==> config.mk <==
export PLATFORM = sky130hd
export DESIGN_NAME = modexp_arbiter
export DESIGN_NICKNAME = d
export VERILOG_FILES = /design/src/rtl/modexp_arbiter.sv
export SDC_FILE = /design/constraint.sdc
export NUM_CORES = 1
export LEC_CHECK = 0
export CORE_AREA = 2 2 143 145
export DETAILED_ROUTE_END_ITERATION = 10
export DIE_AREA = 0 0 145 147
export GPL_ROUTABILITY_DRIVEN = 0
export GPL_TIMING_DRIVEN = 0
export HOLD_SLACK_MARGIN = 0.06
export PLACE_DENSITY = 0.73
export SLEW_MARGIN = 20
export SYNTH_ARGS = -nofsm -noshare
export SYNTH_HDL_FRONTEND = slang
export SYNTH_SLANG_ARGS = --single-unit
==> constraint.sdc <==
create_clock -name clk -period 3.1 [get_ports clk]
set_clock_uncertainty 0.15 [all_clocks]
set_input_delay 0.62 -clock clk [delete_from_list [all_inputs] [get_ports clk]]
set_output_delay 0.62 -clock clk [all_outputs]
set_load 0.02 [all_outputs]
==> src/rtl/modexp_arbiter.sv <==
// Round-robin front end sharing one modular-exponentiation engine between
// two requesters. Grants, captures operands, launches the engine, returns the
// result with a per-requester done pulse. A zero modulus is rejected without
// starting the engine.
module modexp_arbiter #(
  parameter int WIDTH = 32
) (
  input  logic             clk,
  input  logic             rst_n,
  input  logic             req0,
  input  logic             req1,
  input  logic [WIDTH-1:0] m0,
  input  logic [WIDTH-1:0] e0,
  input  logic [WIDTH-1:0] n0,
  input  logic [WIDTH-1:0] m1,
  input  logic [WIDTH-1:0] e1,
  input  logic [WIDTH-1:0] n1,
  output logic             ack0,
  output logic             ack1,
  output logic             done0,
  output logic             done1,
  output logic [WIDTH-1:0] result,
  output logic             err,
  output logic             busy,
  output logic             exp_go,
  output logic [WIDTH-1:0] exp_m,
  output logic [WIDTH-1:0] exp_e,
  output logic [WIDTH-1:0] exp_n,
  input  logic [WIDTH-1:0] exp_result,
  input  logic             exp_done
);

  typedef enum logic [1:0] {IDLE, ISSUE, WAIT, RESP} state_t;

  state_t           state, state_nxt;
  logic             last_grant;
  logic             owner;
  logic             grant;
  logic             grant_id;
  logic [WIDTH-1:0] sel_m, sel_e, sel_n;
  logic [WIDTH-1:0] op_m, op_e, op_n;

  // Arbitration: single request wins outright, a tie goes to the requester
  // that was not granted last time.
  always_comb begin
    grant    = 1'b0;
    grant_id = 1'b0;
    if (state == IDLE) begin
      if (req0 && req1) begin
        grant    = 1'b1;
        grant_id = ~last_grant;
      end else if (req0) begin
        grant    = 1'b1;
        grant_id = 1'b0;
      end else if (req1) begin
        grant    = 1'b1;
        grant_id = 1'b1;
      end
    end
    sel_m = grant_id ? m1 : m0;
    sel_e = grant_id ? e1 : e0;
    sel_n = grant_id ? n1 : n0;
  end

  // State register.
  always_ff @(posedge clk or negedge rst_n) begin
    if (!rst_n) state <= IDLE;
    else        state <= state_nxt;
  end

  // Next-state logic plus the state-decoded outputs busy and exp_go.
  always_comb begin
    state_nxt = state;
    exp_go    = 1'b0;
    busy      = 1'b1;
    case (state)
      IDLE: begin
        busy = 1'b0;
        if (grant) state_nxt = (sel_n == '0) ? RESP : ISSUE;
      end
      ISSUE: begin
        exp_go    = 1'b1;
        state_nxt = WAIT;
      end
      WAIT: begin
        if (exp_done) state_nxt = RESP;
      end
      RESP: begin
        state_nxt = IDLE;
      end
      default: state_nxt = IDLE;
    endcase
  end

  // Datapath: operand capture, ownership, result/err, and the registered
  // ack/done pulses (ack follows the grant edge, done follows RESP).
  always_ff @(posedge clk or negedge rst_n) begin
    if (!rst_n) begin
      last_grant <= 1'b1;
      owner      <= 1'b0;
      op_m       <= '0;
      op_e       <= '0;
      op_n       <= '0;
      result     <= '0;
      err        <= 1'b0;
      ack0       <= 1'b0;
      ack1       <= 1'b0;
      done0      <= 1'b0;
      done1      <= 1'b0;
    end else begin
      ack0  <= grant && !grant_id;
      ack1  <= grant &&  grant_id;
      done0 <= (state == RESP) && !owner;
      done1 <= (state == RESP) &&  owner;
      if (grant) begin
        op_m       <= sel_m;
        op_e       <= sel_e;
        op_n       <= sel_n;
        owner      <= grant_id;
        last_grant <= grant_id;
        if (sel_n == '0) begin
          result <= '0;
          err    <= 1'b1;
        end else begin
          err    <= 1'b0;
        end
      end
      if (state == WAIT && exp_done) result <= exp_result;
    end
  end

  assign exp_m = op_m;
  assign exp_e = op_e;
  assign exp_n = op_n;

endmodule

== Word level (Yosys, flattened, before mapping) ==
Cells that the tools add are included.
Cells by class
  eq/ne operators: 5
  bitwise logic cells: 1
  mux-type cells: 20
  reductions and logical operators: 14
Operators with widths (number)
  two-way mux 32 bit: 6
  zero test 32 bit: 1
  two-way mux 1 bit: 10
  case mux 2 bit (4 select lines): 1
  logical AND 1 bit: 6
  two-way mux 2 bit: 3
  equality test 2 bit, second input constant: 2
  inequality test 2 bit, second input constant: 2
  AND reduction 2 bit: 2
  nonzero test 2 bit: 2
  equality test 2 x 1 -> 1 bit, second input constant: 1
  zero test 1 bit: 2
  zero test 2 bit: 1
  inverter 1 bit: 1
Storage, ports and cells
  output and inout port bits: 135
  input port bits: 229
  register bits after elaboration: 137
  word-level logic and storage cells: 52

== Logic depth before layout (Yosys ltp) ==
  depth after elaboration: 9
  gate-level depth with buffers: 9
  depth with buffers taken out: 7

== Least setup slack after synthesis ==
Ideal clock, no wire load.
  path kind: input -> register
  start point: input port n0[25]
  end point: register result[10]
  arrival: 1.938 ns
  buffers on the path: 1
  stages: 6
  setup slack: 0.891 ns
  setup time: 0.120 ns
  path through: nor4_1 > nand4_1 > or3_1 > a211oi_2 > buf_4 > a21oi_1
On the way
  word-level cells in the longest chain between the ends: 4
RTL lines
  from (decl): RTL line 14  | input logic [WIDTH-1:0] n0,
  two-way mux 32 bit: RTL line 62  | sel_n = grant_id ? n1 : n0;
  zero test 32 bit: RTL line 121  | if (sel_n == '0) begin
  nonzero test 2 bit (no line)
  AND reduction 2 bit (no line)
  to (signal assigned): RTL line 128  | if (state == WAIT && exp_done) result <= exp_result;
  to (decl): RTL line 22  | output logic [WIDTH-1:0] result,
Every way passes these cells.
A chain may end at the register's enable or synchronous reset.

== Final worst setup path ==
  start point: input port n0[0]
  end point: register result[10]
Same word-level chain as after synthesis.

==> flow_metrics.py <==
metrics = {
    "sta": {
        "rsz0062_at_grt": "no",
        "finalHoldViolCount": 0,
        "setup_tns_ns": 0,
        "finalCriticalPeriod_ns": 2.86,
        "clock.fmax_mhz": 350,
        "slew_violations": 0,
        "setup_viol": 0,
        "max_slew.worst_pin.slew_ns": 0.782,
        "finalCritPeriodShare_pct": 92.3,
        "hold-worst-slack_ns": 0.313,
        "slew_headroom_pct": 47.9,
    },
    "clocking": {
        "cts_tree": "yes",
        "clkLatencyLatePin_ns": 0.41,
        "numCtsBuffers": 17,
        "clock-root-buffer": "clkbuf_16",
        "ctsResizeCount": 0,
        "h-tree-depth": 4,
        "clk_pin_slew_ns": 0.06,
        "clkSinkCount": 137,
        "cts_buffer_depth": 2,
    },
    "worst_setup_path": {
        "cp.required_ns": 3.24,
        "path_class": "primary input to register",
        "rr_worst_depth": 9,
        "cp_max_fo": 10,
        "worstSetupEndpointType": "register",
        "rr_endpoint": "result[10]",
        "rrSetupSlack_ns": 0.40,
        "startpoint_type": "primary input",
        "crit_path_start": "n0[0]",
        "r2r_start": "state[0]",
        "crit_arrival_ns": 3.00,
    },
    "floorplan": {
        "die_area_mm2": 0.0213,
        "core_area_mm2": 0.0198,
        "die_w_um": 145,
        "ioPinCount": 364,
        "initial_utilization_pct": 31.0,
        "rows": 52,
        "die_h_um": 147,
    },
    "yosys": {
        "synth_top_cell_by_area": "dfrtp_1",
        "async_flop_share_pct": 100,
        "synth_xor_area_share_pct": 0,
        "synth.distinct_cells": 27,
        "synthSimpleGateAreaFrac_pct": 13.1,
        "synth-warning-count": 0,
        "syn_inst": 617,
        "syn-num-nets": 851,
        "ys_seq_elements": 137,
        "synth-main-ff-cell": "dfrtp_1",
        "synth_edf_count": 0,
        "muxShareOfSynthArea_pct": 15.8,
        "synth_compound_area_share_pct": 11.1,
        "syn_area_per_cell_um2": 9.98,
        "seq_area_frac_synth_pct": 55.7,
        "synthAdderAreaFrac_pct": 1.02,
        "synthesis.area_mm2": 0.00615,
        "synth_area_leaders": "dfrtp_1 55%, mux2i_1 16%, nand2_1 10%",
        "synth_top_family_by_area": "multiplexers",
        "synth.top_cell.area_share_pct": 55.3,
    },
    "drt": {
        "drtIter0Drc": 142,
        "drt-pass1-iter-count": 4,
        "ant_nets": 0,
        "wirelength_mm": 22.5,
        "vias": 5973,
        "drc_errors": 0,
        "vias_per_cell": 4.66,
        "wire_per_inst_um": 17.5,
    },
    "global_routing": {
        "grt_pass1_wl_mm": 34.8,
        "grt_max_degree": 76,
        "track_usage_pct": 21.3,
        "antenna_found_initial": 1,
        "grt_pass1_vias": 6143,
        "grt_overflow": 0,
    },
    "min_path": {
        "hold_start": "last_grant",
        "hold_depth": 2,
        "hold_end": "last_grant",
        "hp-class": "register to register",
    },
    "final_layout": {
        "finalNetCount": 1235,
        "areaGrowthSynthToFinish_pct": 75.9,
        "drive_gt1_share_pct": 4.55,
        "fillers": 1779,
        "antenna_cells": 0,
        "final_cells": 1282,
        "postLayoutCoreUtil_pct": 54.6,
    },
    "placed_design": {
        "hpwl_mm": 17.7,
        "io_buffers": 363,
        "place_inst": 1251,
    },
    "outcome": {
        "status": "finished, final reports clean",
    },
    "pwr": {
        "p_leak_nw": 5.04,
        "peakVddDrop_v": 0.000425,
        "total_power_w": 0.0105,
        "powerDensity_mw_per_mm2": 969,
    },
    "flow_run": {
        "cap_violations": 0,
    },
}
==> synth_stat cells (all sizes together), types with 2 or more instances <==
cell    instances
a21oi          33
and2            3
buf            13
clkbuf         29
dfrtp         136
ha              5
inv             5
mux2i          96
nand2         167
nand4           4
nor2            2
nor4           16
o21ai          98
or3             2
==> power breakdown <==
group          internal [W]  switching [W]
Combinational       0.00234        0.00277
Clock               0.00150       0.000787
Sequential          0.00264       0.000448
==> routing by layer <==
layer	global-route usage (%)	wire length [um]	vias to the layer above
li1	-	-	2878
met1	25.0	8870	2812
met2	37.1	11300	251
met3	7.02	1820	30
met4	6.63	463	2
met5	0	13	-
==> layout make-up <==
cell class | count | area [um2] | share of cell area (%)
Buffer | 42 | 180 | 1.66
Clock buffer | 18 | 429 | 3.96
Clock inverter | 12 | 225 | 2.08
Inverter | 5 | 18.8 | 0.173
Multi-Input combinational cell | 433 | 2530 | 23.4
Sequential cell | 137 | 3430 | 31.7
Tap cell | 270 | 338 | 3.12
Timing Repair Buffer | 365 | 3680 | 34.0
==> through the flow <==
| step | worst slack (ns) | instance area [um2] |
|---|---|---|
| after floorplan | 0.891 | 6150 |
| final | 0.239 | 10800 |
| after CTS | 0.111 | 10800 |
| after detailed placement | -0.317 | 10200 |
| after global routing | 0.0796 | 10800 |
| after global placement | -4.40 | 10100 |
==> flip-flops by register name (all words and copies together), names as in the netlist <==
register / flops
last_grant: 1
state: 2
result: 32
owner: 1
exp_e: 32
ack1: 1
err: 1
done0: 1
ack0: 1
exp_n: 32
exp_m: 32
done1: 1
==> placed cells by master (no fill, tap or decap), types with 2 or more instances in the layout <==
cell type	n
clkdlybuf4s50_1	362
nand2_1	167
dfrtp_1	136
o21ai_0	97
mux2i_1	96
a21oi_1	33
clkbuf_1	30
clkbuf_16	17
nor4_1	16
buf_2	6
bufinv_16	6
ha_1	5
inv_1	4
buf_4	4
nand4_1	4
clkinv_4	4
buf_1	3
and2_1	2
nor2_1	2
or3_1	2
clkinv_2	2
==> worst max-delay path, stage by stage <==
cell and delay (ns):
clkdlybuf4s50_1 0.42, nor4_1 0.51, nand4_1 0.21, or3_1 0.45, a211oi_2 0.47, buf_4 0.26, a21oi_1 0.06
==> how the worst max path moves through the flow <==
stage                  to  slack [ns]  cells past startpoint
2_1_floorplan  result[10]        0.89                      6
3_3_place_gp    exp_e[19]       -4.40                      1
3_5_place_dp    result[4]       -0.32                      7
4_1_cts        result[10]        0.11                      7
5_1_grt         exp_m[22]        0.08                      7
6_report       result[10]        0.24                      7
==> logic make-up after synthesis <==
family          count (synthesis)
flops                         137
buf+inv                        47
simple gates                  197
fa+ha+maj                       5
mux                            97
compound gates                134
==> repair_timing <==
action                                 CTS  global route
hold buffers                             1             0
endpoints found under the hold margin   61             0
buffers inserted                         0             0
(Power assumes the default switching activity.)
